`config.mk`:
```
export PLATFORM = sky130hd
export DESIGN_NAME = mem_port_arbiter_flat
export DESIGN_NICKNAME = d
export VERILOG_FILES = /design/src/rtl/mem_port_arbiter_if.sv /design/src/rtl/mem_port_arbiter.sv /design/src/flat_wrapper.sv
export SDC_FILE = /design/constraint.sdc
export NUM_CORES = 1
export LEC_CHECK = 0
export ABC_AREA = 1
export BUFFER_PORTS_ARGS = -buffer_cell sky130_fd_sc_hd__buf_2
export CAP_MARGIN = 30
export CORE_AREA = 2 2 119 121
export DETAILED_ROUTE_END_ITERATION = 16
export DIE_AREA = 0 0 121 123
export PLACE_DENSITY = 0.76
export SLEW_MARGIN = 10
export SYNTH_ARGS = -nofsm -noshare
export SYNTH_HDL_FRONTEND = slang
export SYNTH_SLANG_ARGS = --single-unit
```
`constraint.sdc`:
```
create_clock -name clk -period 2.11 [get_ports clk]
set_clock_uncertainty 0.1 [all_clocks]
set_input_delay 0.5275 -clock clk [delete_from_list [all_inputs] [get_ports clk]]
set_output_delay 0.5275 -clock clk [all_outputs]
set_load 0.02 [all_outputs]
```
`src/rtl/mem_port_arbiter_if.sv`:
```
// Bundle for the shared memory port: fetch/data requester handshakes plus the memory bus.
// Latency: none; this is wiring only.
// Backpressure: requesters hold *_req until the matching *_gnt pulse.
// Ports: if_* is the fetch requester, dm_* is the data requester, mem_* is the memory side, busy is status.
// Modports: slave is the arbiter view; master is the combined requester/memory view.
interface mem_port_arbiter_if #(
    parameter int AW = 32,
    parameter int DW = 32
);
    // fetch requester
    logic          if_req;
    logic [AW-1:0] if_addr;
    logic          if_gnt;
    logic          if_rvalid;
    logic [DW-1:0] if_rdata;
    // data requester
    logic          dm_req;
    logic          dm_we;
    logic [AW-1:0] dm_addr;
    logic [DW-1:0] dm_wdata;
    logic          dm_gnt;
    logic          dm_rvalid;
    logic [DW-1:0] dm_rdata;
    // status
    logic          busy;
    // memory port
    logic          mem_en;
    logic          mem_we;
    logic [AW-1:0] mem_addr;
    logic [DW-1:0] mem_wdata;
    logic [DW-1:0] mem_rdata;

    modport slave (
        input  if_req, if_addr,
        input  dm_req, dm_we, dm_addr, dm_wdata,
        input  mem_rdata,
        output if_gnt, if_rvalid, if_rdata,
        output dm_gnt, dm_rvalid, dm_rdata,
        output busy,
        output mem_en, mem_we, mem_addr, mem_wdata
    );

    modport master (
        output if_req, if_addr,
        output dm_req, dm_we, dm_addr, dm_wdata,
        output mem_rdata,
        input  if_gnt, if_rvalid, if_rdata,
        input  dm_gnt, dm_rvalid, dm_rdata,
        input  busy,
        input  mem_en, mem_we, mem_addr, mem_wdata
    );
endinterface

```
`src/rtl/mem_port_arbiter.sv`:
```
// Serialises instruction-fetch and data accesses onto one single-ported memory.
// Latency: req sampled in IDLE at T -> gnt/mem_en at T+1 -> rvalid at T+2+MEM_LAT.
// Backpressure: one transaction in flight; requests are only sampled in IDLE, losers keep req held.
// Ports: clk, reset (synchronous, active-high), bus (mem_port_arbiter_if.slave: requesters + memory).
// Parameters: AW/DW address/data width, MEM_LAT issue-to-rdata latency (1..7).
// Option: define ARB_ROUND_ROBIN_EN to break ties against the previous owner instead of DM-first.
module mem_port_arbiter #(
    parameter int AW      = 32,
    parameter int DW      = 32,
    parameter int MEM_LAT = 1
) (
    input  logic                   clk,
    input  logic                   reset,
    mem_port_arbiter_if.slave      bus
);

    localparam int CNT_W = 3;  // holds MEM_LAT up to 7

    typedef enum logic [1:0] {
        S_IDLE  = 2'd0,
        S_ISSUE = 2'd1,
        S_WAIT  = 2'd2,
        S_RESP  = 2'd3
    } state_e;

    localparam logic OWN_IF = 1'b0;
    localparam logic OWN_DM = 1'b1;

    state_e             state_q, state_d;
    logic               owner_q, owner_d;
    logic               we_q, we_d;
    logic [AW-1:0]      addr_q, addr_d;
    logic [DW-1:0]      wdata_q, wdata_d;
    logic [CNT_W-1:0]   cnt_q, cnt_d;
    logic [DW-1:0]      if_rdata_q, if_rdata_d;
    logic [DW-1:0]      dm_rdata_q, dm_rdata_d;
    logic               any_req;
    logic               pick_dm;

    assign any_req = bus.if_req | bus.dm_req;

`ifdef ARB_ROUND_ROBIN_EN
    logic last_owner_q, last_owner_d;

    // On a tie the requester that did not own the previous transaction wins.
    always_comb begin
        if (bus.dm_req && bus.if_req) begin
            pick_dm = (last_owner_q == OWN_IF);
        end else begin
            pick_dm = bus.dm_req;
        end
    end

    always_comb begin
        last_owner_d = last_owner_q;
        if (state_q == S_ISSUE) begin
            last_owner_d = owner_q;
        end
    end

    always_ff @(posedge clk) begin
        if (reset) begin
            last_owner_q <= OWN_IF;
        end else begin
            last_owner_q <= last_owner_d;
        end
    end
`else
    // Data access belongs to the instruction already in flight, so it wins every tie.
    always_comb begin
        pick_dm = bus.dm_req;
    end
`endif

    // ---------------- state register ----------------
    always_ff @(posedge clk) begin
        if (reset) begin
            state_q <= S_IDLE;
        end else begin
            state_q <= state_d;
        end
    end

    // ---------------- next-state ----------------
    always_comb begin
        state_d = state_q;
        unique case (state_q)
            S_IDLE:  if (any_req) state_d = S_ISSUE;
            S_ISSUE: state_d = S_WAIT;
            S_WAIT:  if (cnt_q == CNT_W'(1)) state_d = S_RESP;
            S_RESP:  state_d = S_IDLE;
            default: state_d = S_IDLE;
        endcase
    end

    // ---------------- transaction datapath ----------------
    always_comb begin
        owner_d    = owner_q;
        we_d       = we_q;
        addr_d     = addr_q;
        wdata_d    = wdata_q;
        cnt_d      = cnt_q;
        if_rdata_d = if_rdata_q;
        dm_rdata_d = dm_rdata_q;
        unique case (state_q)
            S_IDLE: begin
                if (any_req) begin
                    owner_d = pick_dm ? OWN_DM : OWN_IF;
                    if (pick_dm) begin
                        we_d    = bus.dm_we;
                        addr_d  = bus.dm_addr;
                        wdata_d = bus.dm_wdata;
                    end else begin
                        // fetches carry no write data; the memory bus keeps the last value
                        we_d    = 1'b0;
                        addr_d  = bus.if_addr;
                    end
                end
            end
            S_ISSUE: begin
                cnt_d = CNT_W'(MEM_LAT);
            end
            S_WAIT: begin
                cnt_d = cnt_q - CNT_W'(1);
                // counter==1 is exactly MEM_LAT cycles after the issue cycle
                if (cnt_q == CNT_W'(1) && !we_q) begin
                    if (owner_q == OWN_DM) begin
                        dm_rdata_d = bus.mem_rdata;
                    end else begin
                        if_rdata_d = bus.mem_rdata;
                    end
                end
            end
            default: ;
        endcase
    end

    always_ff @(posedge clk) begin
        if (reset) begin
            owner_q    <= OWN_IF;
            we_q       <= 1'b0;
            addr_q     <= '0;
            wdata_q    <= '0;
            cnt_q      <= '0;
            if_rdata_q <= '0;
            dm_rdata_q <= '0;
        end else begin
            owner_q    <= owner_d;
            we_q       <= we_d;
            addr_q     <= addr_d;
            wdata_q    <= wdata_d;
            cnt_q      <= cnt_d;
            if_rdata_q <= if_rdata_d;
            dm_rdata_q <= dm_rdata_d;
        end
    end

    // ---------------- outputs (decoded from registered state) ----------------
    always_comb begin
        bus.busy      = (state_q != S_IDLE);
        bus.mem_en    = (state_q == S_ISSUE);
        bus.mem_we    = (state_q == S_ISSUE) && we_q;
        bus.mem_addr  = addr_q;
        bus.mem_wdata = wdata_q;
        bus.if_gnt    = (state_q == S_ISSUE) && (owner_q == OWN_IF);
        bus.dm_gnt    = (state_q == S_ISSUE) && (owner_q == OWN_DM);
        bus.if_rvalid = (state_q == S_RESP)  && (owner_q == OWN_IF);
        bus.dm_rvalid = (state_q == S_RESP)  && (owner_q == OWN_DM);
        bus.if_rdata  = if_rdata_q;
        bus.dm_rdata  = dm_rdata_q;
    end

endmodule

```
`src/flat_wrapper.sv`:
```
// flat-port wrapper written by rule: the top's interface ports become plain ports
module mem_port_arbiter_flat 
#(
    parameter int AW      = 32,
    parameter int DW      = 32,
    parameter int MEM_LAT = 1
)
  (clk, reset, bus_if_req, bus_if_addr, bus_dm_req, bus_dm_we, bus_dm_addr, bus_dm_wdata, bus_mem_rdata, bus_if_gnt, bus_if_rvalid, bus_if_rdata, bus_dm_gnt, bus_dm_rvalid, bus_dm_rdata, bus_busy, bus_mem_en, bus_mem_we, bus_mem_addr, bus_mem_wdata);
  mem_port_arbiter_if #(.AW(AW), .DW(DW)) bus_i ();
  input  logic clk;
  input  logic reset;
  input wire logic [$bits(bus_i.if_req)-1:0] bus_if_req;
  input wire logic [$bits(bus_i.if_addr)-1:0] bus_if_addr;
  input wire logic [$bits(bus_i.dm_req)-1:0] bus_dm_req;
  input wire logic [$bits(bus_i.dm_we)-1:0] bus_dm_we;
  input wire logic [$bits(bus_i.dm_addr)-1:0] bus_dm_addr;
  input wire logic [$bits(bus_i.dm_wdata)-1:0] bus_dm_wdata;
  input wire logic [$bits(bus_i.mem_rdata)-1:0] bus_mem_rdata;
  output wire logic [$bits(bus_i.if_gnt)-1:0] bus_if_gnt;
  output wire logic [$bits(bus_i.if_rvalid)-1:0] bus_if_rvalid;
  output wire logic [$bits(bus_i.if_rdata)-1:0] bus_if_rdata;
  output wire logic [$bits(bus_i.dm_gnt)-1:0] bus_dm_gnt;
  output wire logic [$bits(bus_i.dm_rvalid)-1:0] bus_dm_rvalid;
  output wire logic [$bits(bus_i.dm_rdata)-1:0] bus_dm_rdata;
  output wire logic [$bits(bus_i.busy)-1:0] bus_busy;
  output wire logic [$bits(bus_i.mem_en)-1:0] bus_mem_en;
  output wire logic [$bits(bus_i.mem_we)-1:0] bus_mem_we;
  output wire logic [$bits(bus_i.mem_addr)-1:0] bus_mem_addr;
  output wire logic [$bits(bus_i.mem_wdata)-1:0] bus_mem_wdata;
  assign bus_i.if_req = bus_if_req;
  assign bus_i.if_addr = bus_if_addr;
  assign bus_i.dm_req = bus_dm_req;
  assign bus_i.dm_we = bus_dm_we;
  assign bus_i.dm_addr = bus_dm_addr;
  assign bus_i.dm_wdata = bus_dm_wdata;
  assign bus_i.mem_rdata = bus_mem_rdata;
  assign bus_if_gnt = bus_i.if_gnt;
  assign bus_if_rvalid = bus_i.if_rvalid;
  assign bus_if_rdata = bus_i.if_rdata;
  assign bus_dm_gnt = bus_i.dm_gnt;
  assign bus_dm_rvalid = bus_i.dm_rvalid;
  assign bus_dm_rdata = bus_i.dm_rdata;
  assign bus_busy = bus_i.busy;
  assign bus_mem_en = bus_i.mem_en;
  assign bus_mem_we = bus_i.mem_we;
  assign bus_mem_addr = bus_i.mem_addr;
  assign bus_mem_wdata = bus_i.mem_wdata;
  mem_port_arbiter #(.AW(AW), .DW(DW), .MEM_LAT(MEM_LAT)) u_core (.clk(clk), .reset(reset), .bus(bus_i));
endmodule
```
Word-level counts from Yosys, hierarchy flattened
Cells that the tools add are included.

Add/subtract/negate cells: 1. Eq/ne operators: 6. Mux-type cells: 7. Bitwise gates (word level): 2. Reduce and logical (&&, ||, !) cells: 15.

Operators with widths (number): 32-bit 2-to-1 mux (1); 3-bit AND reduction (3); 2-bit case mux with 4 select lines (1); 1-bit logical AND (6); 3-bit case mux with 2 select lines (1); 2-bit equality test, second input constant (2); 2-bit 2-to-1 mux (2); 2-bit by 1-bit inequality test with 1-bit output, second input constant (2); 2-bit AND reduction (2); 2-bit nonzero test (2); 3-bit by 1-bit equality test with 1-bit output, second input constant (1); 3-bit by 1-bit subtractor with 3-bit output, second input constant (1); 2-bit by 1-bit equality test with 1-bit output, second input constant (1); 2-bit logical NOT (1); 1-bit 2-to-1 mux (2); 1-bit logical NOT (1); 1-bit inverter (1); 1-bit bitwise OR (1).

Bits in registers: 135. Input port bits: 133. Word-level logic and storage cells: 39.

Logic depth before layout (Yosys ltp)
Gate-level depths: netlist (run 1).

Depth in word-level cells: 3. Mapped depth: 9. Depth with buffers taken out: 8.

Worst setup path after synthesis (run 1)
No wires, ideal clock.

Kind: flip-flop to output port. Start: register u_core.state_q[1]. End: output bus_if_gnt. Arrival time: 1.037 ns. Slack: 0.445 ns. Cell stages (with the launch flop): 5. Buffers on the path: 0. Cell sequence: dfxtp_1 > inv_1 > ha_1 > inv_1 > nor2_1.

Longest elaborated chain between the ends: 2.

RTL lines: from (decl) (line mem_port_arbiter.sv:29) `state_e state_q, state_d;`; from (signal assigned) (line mem_port_arbiter.sv:80) `state_q <= state_d;`; 2-bit by 1-bit equality test with 1-bit output; via bus_mem_en (line flat_wrapper.sv:26) `output wire logic [$bits(bus_i.mem_en)-1:0] bus_mem_en;`; 1-bit logical AND (line mem_port_arbiter.sv:165) `bus.if_gnt = (state_q == S_ISSUE) && (owner_q == OWN_IF);`; to (decl) (line flat_wrapper.sv:19) `output wire logic [$bits(bus_i.if_gnt)-1:0] bus_if_gnt;`.

The timed path passes the listed nets, and every way through them passes these cells.

Worst setup path in the final report (run 1)
Start: register u_core.state_q[1]. End: output bus_mem_we.

Longest elaborated chain between the ends: 2.

RTL lines: 2-bit by 1-bit equality test with 1-bit output (line mem_port_arbiter.sv:162) `bus.mem_we = (state_q == S_ISSUE) && we_q;`; 1-bit logical AND (line mem_port_arbiter.sv:162); to (decl) (line flat_wrapper.sv:27) `output wire logic [$bits(bus_i.mem_we)-1:0] bus_mem_we;`.

No other way between the ends.

==> results of run 1 <==
-- worst max-delay path, stage by stage (launching register included) --
cell,delay (ns)
sky130_fd_sc_hd__dfxtp_1,0.38
sky130_fd_sc_hd__inv_1,0.08
sky130_fd_sc_hd__ha_1,0.23
sky130_fd_sc_hd__nand2_1,0.08
sky130_fd_sc_hd__inv_1,0.03
sky130_fd_sc_hd__buf_2,0.15
-- where the power goes --
part           total [mW]  leakage [nW]  internal [mW]  switching [mW]
sequential           3.37          1.10           3.10           0.270
clock                3.04         0.286           1.92            1.11
combinational        3.27          2.98           1.09            2.19
-- cell families (layout without fill, tap and decap cells) --
| logic type | after synthesis | in the layout | synth area share |
|---|---|---|---|
| adder cells (fa/ha/maj) | 6 | 6 | 0.01255 |
| AND/OR/NAND/NOR | 512 | 512 | 0.3465 |
| flip-flops | 135 | 135 | 0.4517 |
| buffers and inverters | 168 | 432 | 0.1253 |
| AO/OA/AOI/OAI | 74 | 74 | 0.06399 |
-- cell type report --
type / instances / area (um^2)
Multi-Input combinational cell: 592 / 2534
Tap cell: 180 / 225.2
Clock buffer: 21 / 460.4
Inverter: 116 / 436.7
Sequential cell: 135 / 2703
Clock inverter: 11 / 147.6
Fill cell: 1370 / 5592
Timing Repair Buffer: 284 / 1514
-- cells in the final DEF, fill, tap and decap left out --
master,synthesis,routed
sky130_fd_sc_hd__nor3_1,1,1
sky130_fd_sc_hd__bufinv_16,0,3
sky130_fd_sc_hd__buf_4,7,13
sky130_fd_sc_hd__nand2_2,12,12
sky130_fd_sc_hd__buf_12,0,4
sky130_fd_sc_hd__nor2_2,3,3
sky130_fd_sc_hd__a21oi_1,6,6
sky130_fd_sc_hd__nand3_4,1,1
sky130_fd_sc_hd__clkbuf_8,0,2
sky130_fd_sc_hd__ha_2,0,1
sky130_fd_sc_hd__inv_2,2,2
sky130_fd_sc_hd__nand2_1,198,198
sky130_fd_sc_hd__nand3_1,66,66
sky130_fd_sc_hd__dfxtp_1,135,135
sky130_fd_sc_hd__o21ai_0,66,66
sky130_fd_sc_hd__clkinv_4,0,1
sky130_fd_sc_hd__nor2_1,230,230
sky130_fd_sc_hd__clkinvlp_4,0,4
sky130_fd_sc_hd__inv_1,114,113
sky130_fd_sc_hd__ha_1,6,5
sky130_fd_sc_hd__clkinv_2,0,3
sky130_fd_sc_hd__nor2_8,1,1
sky130_fd_sc_hd__clkbuf_1,21,2
sky130_fd_sc_hd__o21ai_4,1,1
sky130_fd_sc_hd__buf_2,14,267
sky130_fd_sc_hd__clkbuf_16,0,17
sky130_fd_sc_hd__inv_6,0,1
sky130_fd_sc_hd__a31oi_1,1,1
-- per-layer routing --
| layer | global-route usage | vias up | wire, um |
|---|---|---|---|
| met4 | 0.07849 | 0 | 295 |
| met5 | 0 | - | 0 |
| met1 | 0.2454 | 2704 | 6750 |
| met3 | 0.06873 | 22 | 1219 |
| met2 | 0.3645 | 210 | 7614 |
| li1 | - | 3192 | - |
-- path summary, 6_finish.rpt --
kind                                  end         startpoint  depth (start not counted)
setup / recovery               bus_mem_we  u_core.state_q[1]                          5
hold / removal             u_core.owner_q              reset                          2
setup reg to reg  u_core.bus.dm_rdata[21]  u_core.state_q[0]                          8
hold reg to reg           u_core.cnt_q[1]    u_core.cnt_q[1]                          2
-- per-stage QoR --
stage	cells	hold slack, ns	setup WS [ns]	power (mW)
floorplan	895	0.3377	0.4451	5.666
global placement	1307	0.3559	0.3901	6.652
detailed placement	1307	0.3624	0.2822	6.710
CTS	1339	0.2146	0.03963	9.754
global route	1339	0.2228	0.003611	10.31
finish	1339	0.2387	0.1173	9.679
-- registers in the layout, summed over array words and instances, names as in the netlist --
| name | count |
|---|---|
| u_core.we_q | 1 |
| u_core.bus.if_rdata | 32 |
| u_core.bus.mem_addr | 32 |
| u_core.bus.mem_wdata | 32 |
| u_core.owner_q | 1 |
| u_core.bus.dm_rdata | 32 |
| u_core.cnt_q | 3 |
| u_core.state_q | 2 |
==> flow_summary.rst, run 1 <==
.. list-table::
   :header-rows: 1

   * - Metric
     - Value
   * - Root buffer cell
     - sky130_fd_sc_hd__clkbuf_16
   * - Part of the Yosys area used for sequential elements
     - 0.4517
   * - Final period util
     - 0.9444
   * - Clock Latency Late Sink
     - 0.41 ns
   * - Worst Path Class, Setup
     - reg -> out
   * - Flip-flop and latch count after synthesis
     - 135
   * - Kind of launch point of the worst setup path
     - flop
   * - Gp weighted congestion
     - 0.8135
   * - Maximum capacitance violations
     - 0
   * - Commonest cells in the netlist
     - 230 x sky130_fd_sc_hd__nor2_1, 198 x sky130_fd_sc_hd__nand2_1, 135 x sky130_fd_sc_hd__dfxtp_1, 114 x sky130_fd_sc_hd__inv_1
   * - CP arrival
     - 1.37 ns
   * - Number of nets in the final layout
     - 1,285
   * - Area growth, synth to finish
     - 34.04%
   * - Share of the synthesized area in the top cell type
     - 0.4517
   * - Pwr/cell area
     - 1207 nW/um^2
   * - Fraction of registers with async set/reset
     - 0
   * - Worst IR Drop VDD
     - 0.0006088 V
   * - Cell area after synthesis
     - 5983 um^2
   * - Die H
     - 123 um
   * - # setup viols final
     - 0
   * - Combined global-route utilization of all metal layers
     - 0.2115
   * - Vias in the first global route
     - 5,517
   * - Yosys synthesis warning count
     - 0
   * - Vias post-DR
     - 6,128
   * - Wire length per cell after detailed routing
     - 11.86 um
   * - Leakage power
     - 4.367 nW
   * - Post-synth top area cell
     - sky130_fd_sc_hd__dfxtp_1
   * - Status
     - complete, no violations
   * - Number of enable-type register cells in the synthesized netlist
     - 0
   * - Antenna diodes
     - 0
   * - Clock transition time at the flip-flop clock pins of the worst setup and hold paths
     - 0.06 ns
   * - Number of hold-repair buffers added at the cts stage
     - 0
   * - Dpl cell area
     - 7410 um^2
   * - Unrepaired setup endpoints after global routing
     - false
   * - Avg Synthesized Cell Area
     - 6.685 um^2
   * - Total gr overflow
     - 0
   * - First drt pass iteration count
     - 4
   * - DP HPWL
     - 11,470 um
   * - Number of endpoints with negative hold slack in the final report
     - 0
   * - Main area contributors after synthesis
     - sky130_fd_sc_hd__dfxtp_1 45%, sky130_fd_sc_hd__nor2_1 14%, sky130_fd_sc_hd__nand2_1 12%
   * - Global-route wire length before repair
     - 25,150 um
   * - DRC viols
     - 0
   * - Placeable core region
     - 13,610 um^2
   * - Period minus WS final
     - 1.993 ns
   * - Number of standard-cell rows in the floorplan
     - 43
   * - Design Area, Final
     - 8020 um^2
   * - Longest Clk Path Bufs
     - 2
   * - Number of antenna violations at the first check in global routing
     - 0
   * - Number of unique standard cell types used by synthesis
     - 20
   * - Fin. max-slew vios
     - 0
   * - Utilization after layout
     - 0.5892
   * - Clock tree from TritonCTS
     - built
   * - Htree depth
     - 4
   * - Kind of end point of the critical path
     - output port
   * - Required time of the worst setup path
     - 1.48 ns
   * - First DRT Iteration DRCs
     - 355
   * - Synthesized netlist cell count
     - 895
   * - Slew at the pin with the worst max-slew slack
     - 0.4710 ns
   * - Class of the worst hold path
     - in -> reg
   * - Initial standard-cell utilization of the core
     - 0.4396
   * - Post-CTS Setup Bufs
     - 0
   * - CTS Sinks
     - 135
   * - Post-detailed-routing wire length
     - 15,880 um
   * - Width of the chip
     - 121 um
   * - Total Negative Setup Slacks
     - 0 ns
   * - ANT nets after route
     - 0
   * - Dominant synthesized flop cell
     - sky130_fd_sc_hd__dfxtp_1
   * - Most used standard cell by instance count after synthesis
     - sky130_fd_sc_hd__nor2_1
   * - Pin count of the biggest net entering global routing
     - 47
   * - Worst relative slew slack
     - 0.6860
   * - # IOs
     - 268
   * - Via-to-Cell Ratio
     - 4.577
   * - # port buffers
     - 267
   * - Total die area
     - 14,880 um^2
   * - Fmax
     - 501.8 MHz
   * - Synthesized net count
     - 1,034
   * - Number of gates given a new drive strength after cts
     - 0
   * - Number of CTS-inserted buffers
     - 17
   * - Layout cell share with drive strength beyond 1
     - 0.2899
   * - Crit-path max FO
     - 4
   * - Register-to-register setup slack
     - 0.26 ns
Note: power is estimated with default switching activity, not from simulation.
==> run 2: changes to the inputs <==
- ABC_AREA: 1 -> default
- CORE_AREA: 2 2 119 121 -> 5 5 115 117
- DIE_AREA: 0 0 121 123 -> 0 0 120 122
- PLACE_DENSITY: 0.76 -> 0.78
- RECOVER_POWER: default -> 25
==> flow_summary.rst, run 2 <==
.. list-table::
   :header-rows: 1

   * - Metric
     - Value
   * - Synthesized net count
     - 718 (-31%)
   * - Period minus WS final
     - 2.024 ns (+0.03161 ns)
   * - Area growth, synth to finish
     - 36.26%
   * - Min-delay src
     - bus_dm_wdata[30]
   * - Clock Power Share
     - 0.348 (+0.034)
   * - Number of antenna violations at the first check in global routing
     - 0 (unchanged)
   * - Startpoint of the most critical setup path
     - u_core.state_q[1]
   * - Utilization after layout
     - 0.5933 (+0.004117)
   * - Leakage power
     - 3.486 nW (-20%)
   * - Main area contributors after synthesis
     - sky130_fd_sc_hd__dfxtp_1 51%, sky130_fd_sc_hd__mux2i_1 18%, sky130_fd_sc_hd__nand2_1 12%
   * - Worst relative slew slack
     - 0.5185 (-0.1675)
   * - # port buffers
     - 267 (unchanged)
   * - Power spent charging and discharging nets
     - 2.739 mW (-23%)
   * - Kind of launch point of the worst setup path
     - flop
   * - Post-synth top area cell
     - sky130_fd_sc_hd__dfxtp_1
   * - Placeable core region
     - 12,260 um^2 (-9.9%)
   * - Most frequent cells in the layout
     - 205 x sky130_fd_sc_hd__buf_2, 164 x sky130_fd_sc_hd__nand2_1, 134 x sky130_fd_sc_hd__dfxtp_1, 97 x sky130_fd_sc_hd__mux2i_1, 67 x sky130_fd_sc_hd__clkbuf_1
   * - Class of the worst hold path
     - in -> reg
   * - Cell area after synthesis
     - 5339 um^2 (-11%)
   * - Part of the Yosys area used for sequential elements
     - 0.5062 (+0.05452)
   * - Pin count of the biggest net entering global routing
     - 70 (+49%)
   * - Root buffer cell
     - sky130_fd_sc_hd__clkbuf_16
   * - Worst Path Class, Setup
     - reg -> out
   * - Layout cell share with drive strength beyond 1
     - 0.2945 (+0.004632)
   * - Highest-delay cell along the critical path
     - sky130_fd_sc_hd__dfxtp_1
   * - Maximum capacitance violations
     - 0 (unchanged)
   * - Crit-path max FO
     - 4 (unchanged)
   * - Total Negative Setup Slacks
     - 0 ns (unchanged)
   * - Most common cell after layout, fill and taps aside
     - sky130_fd_sc_hd__buf_2
   * - Worst path buffer plus inverter count
     - 2 (-1)
   * - Peak per-stage delay on the critical path
     - 0.38 ns (about the same)
   * - Worst IR Drop VDD
     - 0.0005854 V (-3.8%)
   * - Number of enable-type register cells in the synthesized netlist
     - 0 (unchanged)
   * - Number of CTS-inserted buffers
     - 17 (unchanged)
   * - Synthesized netlist cell count
     - 579 (-35%)
   * - Wire length per cell after detailed routing
     - 14.77 um (+25%)
   * - Initial standard-cell utilization of the core
     - 0.4355 (-0.004110)
   * - Vias post-DR
     - 4,805 (-22%)
   * - Global-route wire length before repair
     - 22,480 um (-11%)
   * - Fillers
     - 1,090 (-20%)
   * - Clock Latency Late Sink
     - 0.41 ns (about the same)
   * - Kind of end point of the critical path
     - output port
   * - Register-to-register setup slack
     - 0.25 ns (about the same)
   * - Avg Synthesized Cell Area
     - 9.221 um^2 (+38%)
   * - Share of total power consumed by net switching
     - 0.3304 (-0.03893)
   * - Combined global-route utilization of all metal layers
     - 0.1944 (-0.01709)
   * - Htree depth
     - 4 (unchanged)
   * - Number of nets in the final layout
     - 968 (-25%)
   * - Required time of the worst setup path
     - 1.48 ns (about the same)
   * - Most used standard cell by instance count after synthesis
     - sky130_fd_sc_hd__nand2_1
   * - Fraction of registers with async set/reset
     - 0 (unchanged)
   * - Status
     - complete, no violations
   * - DP HPWL
     - 10,700 um (-6.7%)
   * - Unrepaired setup endpoints after global routing
     - false
   * - CP Cell Sequence
     - inv_1 -> ha_4 -> and2_1 -> buf_2
   * - Slew at the pin with the worst max-slew slack
     - 0.7222 ns (+0.2512 ns)
   * - Fmax
     - 494.0 MHz (-1.6%)
   * - ANT nets after route
     - 0 (unchanged)
   * - Worst hold slack across all endpoints
     - 0.2490 ns (+0.01032 ns)
   * - Internal power consumption
     - 5.551 mW (-9.1%)
   * - Clock transition time at the flip-flop clock pins of the worst setup and hold paths
     - 0.05 ns (about the same)
   * - CP arrival
     - 1.40 ns (+0.03 ns)
   * - Final period util
     - 0.9594 (+0.01498)
   * - Combined area of the multi-input logic cells
     - 2396 um^2 (-5.4%)
   * - Total gr overflow
     - 0 (unchanged)
   * - Commonest cells in the netlist
     - 164 x sky130_fd_sc_hd__nand2_1, 135 x sky130_fd_sc_hd__dfxtp_1, 97 x sky130_fd_sc_hd__mux2i_1, 36 x sky130_fd_sc_hd__nor2_1, 35 x sky130_fd_sc_hd__a21oi_1
   * - Sequential group share of total power
     - 0.380 (+0.032)
   * - Vias in the first global route
     - 4,534 (-18%)
   * - Dominant synthesized flop cell
     - sky130_fd_sc_hd__dfxtp_1
   * - Via-to-Cell Ratio
     - 4.844 (+5.8%)
   * - # IOs
     - 268 (unchanged)
   * - Post-detailed-routing wire length
     - 14,650 um (-7.8%)
   * - Fin. max-slew vios
     - 0 (unchanged)
   * - Number of hold-repair buffers added at the cts stage
     - 0 (unchanged)
   * - Yosys synthesis warning count
     - 0 (unchanged)
   * - Storage element area
     - 2704 um^2 (about the same)
   * - Total die area
     - 14,640 um^2 (-1.6%)
   * - Antenna diodes
     - 0 (unchanged)
   * - DRC viols
     - 0 (unchanged)
   * - Die H
     - 122 um (-0.81%)
   * - Share of the synthesized area in the top cell type
     - 0.5062 (+0.05452)
   * - CTS Sinks
     - 135 (unchanged)
   * - First DRT Iteration DRCs
     - 290 (-18%)
   * - Cell family with most CP delay
     - flip-flops
   * - Number of endpoints with negative hold slack in the final report
     - 0 (unchanged)
   * - First drt pass iteration count
     - 4 (unchanged)
   * - Power share of the combinational group
     - 0.273 (-0.065)
   * - Longest Clk Path Bufs
     - 2 (unchanged)
   * - Flip-flop and latch count after synthesis
     - 135 (unchanged)
   * - # setup viols final
     - 0 (unchanged)
   * - Launch point of the worst reg-to-reg path
     - u_core.state_q[0]
   * - Gp weighted congestion
     - 0.8210 (+0.92%)
   * - Number of unique standard cell types used by synthesis
     - 27 (+35%)
   * - Width of the chip
     - 120 um (-0.83%)
   * - Pwr/cell area
     - 1140 nW/um^2 (-5.6%)
   * - Number of standard-cell rows in the floorplan
     - 41 (-4.7%)
   * - Clock tree from TritonCTS
     - built
run 2: changes by cell type in the layout (fill, tap and decap cells not counted), moves of 12 or more:
cell / previous run / this run
sky130_fd_sc_hd__clkbuf_1: 2 / 67
sky130_fd_sc_hd__a211oi_1: 0 / 32
sky130_fd_sc_hd__nand3_1: 66 / 1
sky130_fd_sc_hd__inv_1: 113 / 6
sky130_fd_sc_hd__a21oi_1: 6 / 35
sky130_fd_sc_hd__buf_2: 267 / 205
sky130_fd_sc_hd__nor2_1: 230 / 36
sky130_fd_sc_hd__nand2_2: 12 / 0
sky130_fd_sc_hd__nand2_1: 198 / 164
sky130_fd_sc_hd__mux2i_1: 0 / 97
sky130_fd_sc_hd__o21ai_0: 66 / 3
run 2: power by group through the flow:
stage / Sequential (mW) / Clock (mW) / Combinational (mW)
after global placement: 3.17 / 0 / 2.26
after floorplan: 3.58 / 0 / 1.13
after detailed placement: 3.19 / 0 / 2.30
after global routing: 3.20 / 3.06 / 2.46
after CTS: 3.13 / 2.94 / 2.32
final: 3.15 / 2.88 / 2.26
run 2: metal layers:
layer,GRT usage,vias to the layer above,part of all wire
li1,-,2440,-
met1,0.2354,2131,0.43
met2,0.3126,209,0.45
met3,0.07753,25,0.099
met4,0.07301,0,0.021
met5,0,-,0
run 2: cell type report:
class                      count  area share
multi-input combinational    393      0.3294
clock inverter                 7     0.01290
sequential                   135      0.3717
tap                          150     0.02580
inverter                       7    0.003612
clock buffer                  25     0.06674
timing repair buffer         275      0.1899
run 2: logic make-up after synthesis:
| logic type | after synthesis | share of synthesized area |
|---|---|---|
| buffers and inverters | 51 | 0.04804 |
| DFF | 135 | 0.5062 |
| muxes | 97 | 0.1819 |
| AOI/OAI and AO/OA | 74 | 0.08695 |
| adders and majority gates | 6 | 0.01406 |
| and+or+nand+nor | 216 | 0.1629 |
run 2: final timing paths:
check | endpoint | cells past startpoint
worst min register to register | u_core.bus.mem_wdata[31] | 2
worst max-delay path | bus_mem_we | 4
worst max register to register | u_core.bus.if_rdata[15] | 6
worst min-delay path | u_core.bus.mem_wdata[30] | 3
run 2: timing repair:
item	in CTS	in global routing
buffers inserted	0	0
endpoints found under the setup margin	3	3
resized for setup	1	3
hold endpoints to repair	0	0
run 2: stage by stage:
| stage | power, mW | area (um^2) | std cells | worst slack, ns |
|---|---|---|---|---|
| floorplan | 4.716 | 5339 | 579 | 0.4345 |
| global placement | 5.435 | 6756 | 960 | 0.3774 |
| detailed placement | 5.487 | 6756 | 960 | 0.2621 |
| CTS | 8.387 | 7338 | 992 | 0.02330 |
| global route | 8.719 | 7274 | 992 | 0.01644 |
| finish | 8.290 | 7274 | 992 | 0.08571 |
run 2: worst register-to-register path: stages, from the launching register on:
cell and delay [ns]:
sky130_fd_sc_hd__dfxtp_2 0.35, sky130_fd_sc_hd__inv_1 0.09, sky130_fd_sc_hd__ha_1 0.29, sky130_fd_sc_hd__and4bb_4 0.31, sky130_fd_sc_hd__and2b_1 0.17, sky130_fd_sc_hd__buf_12 0.22
sky130_fd_sc_hd__mux2i_1 0.25
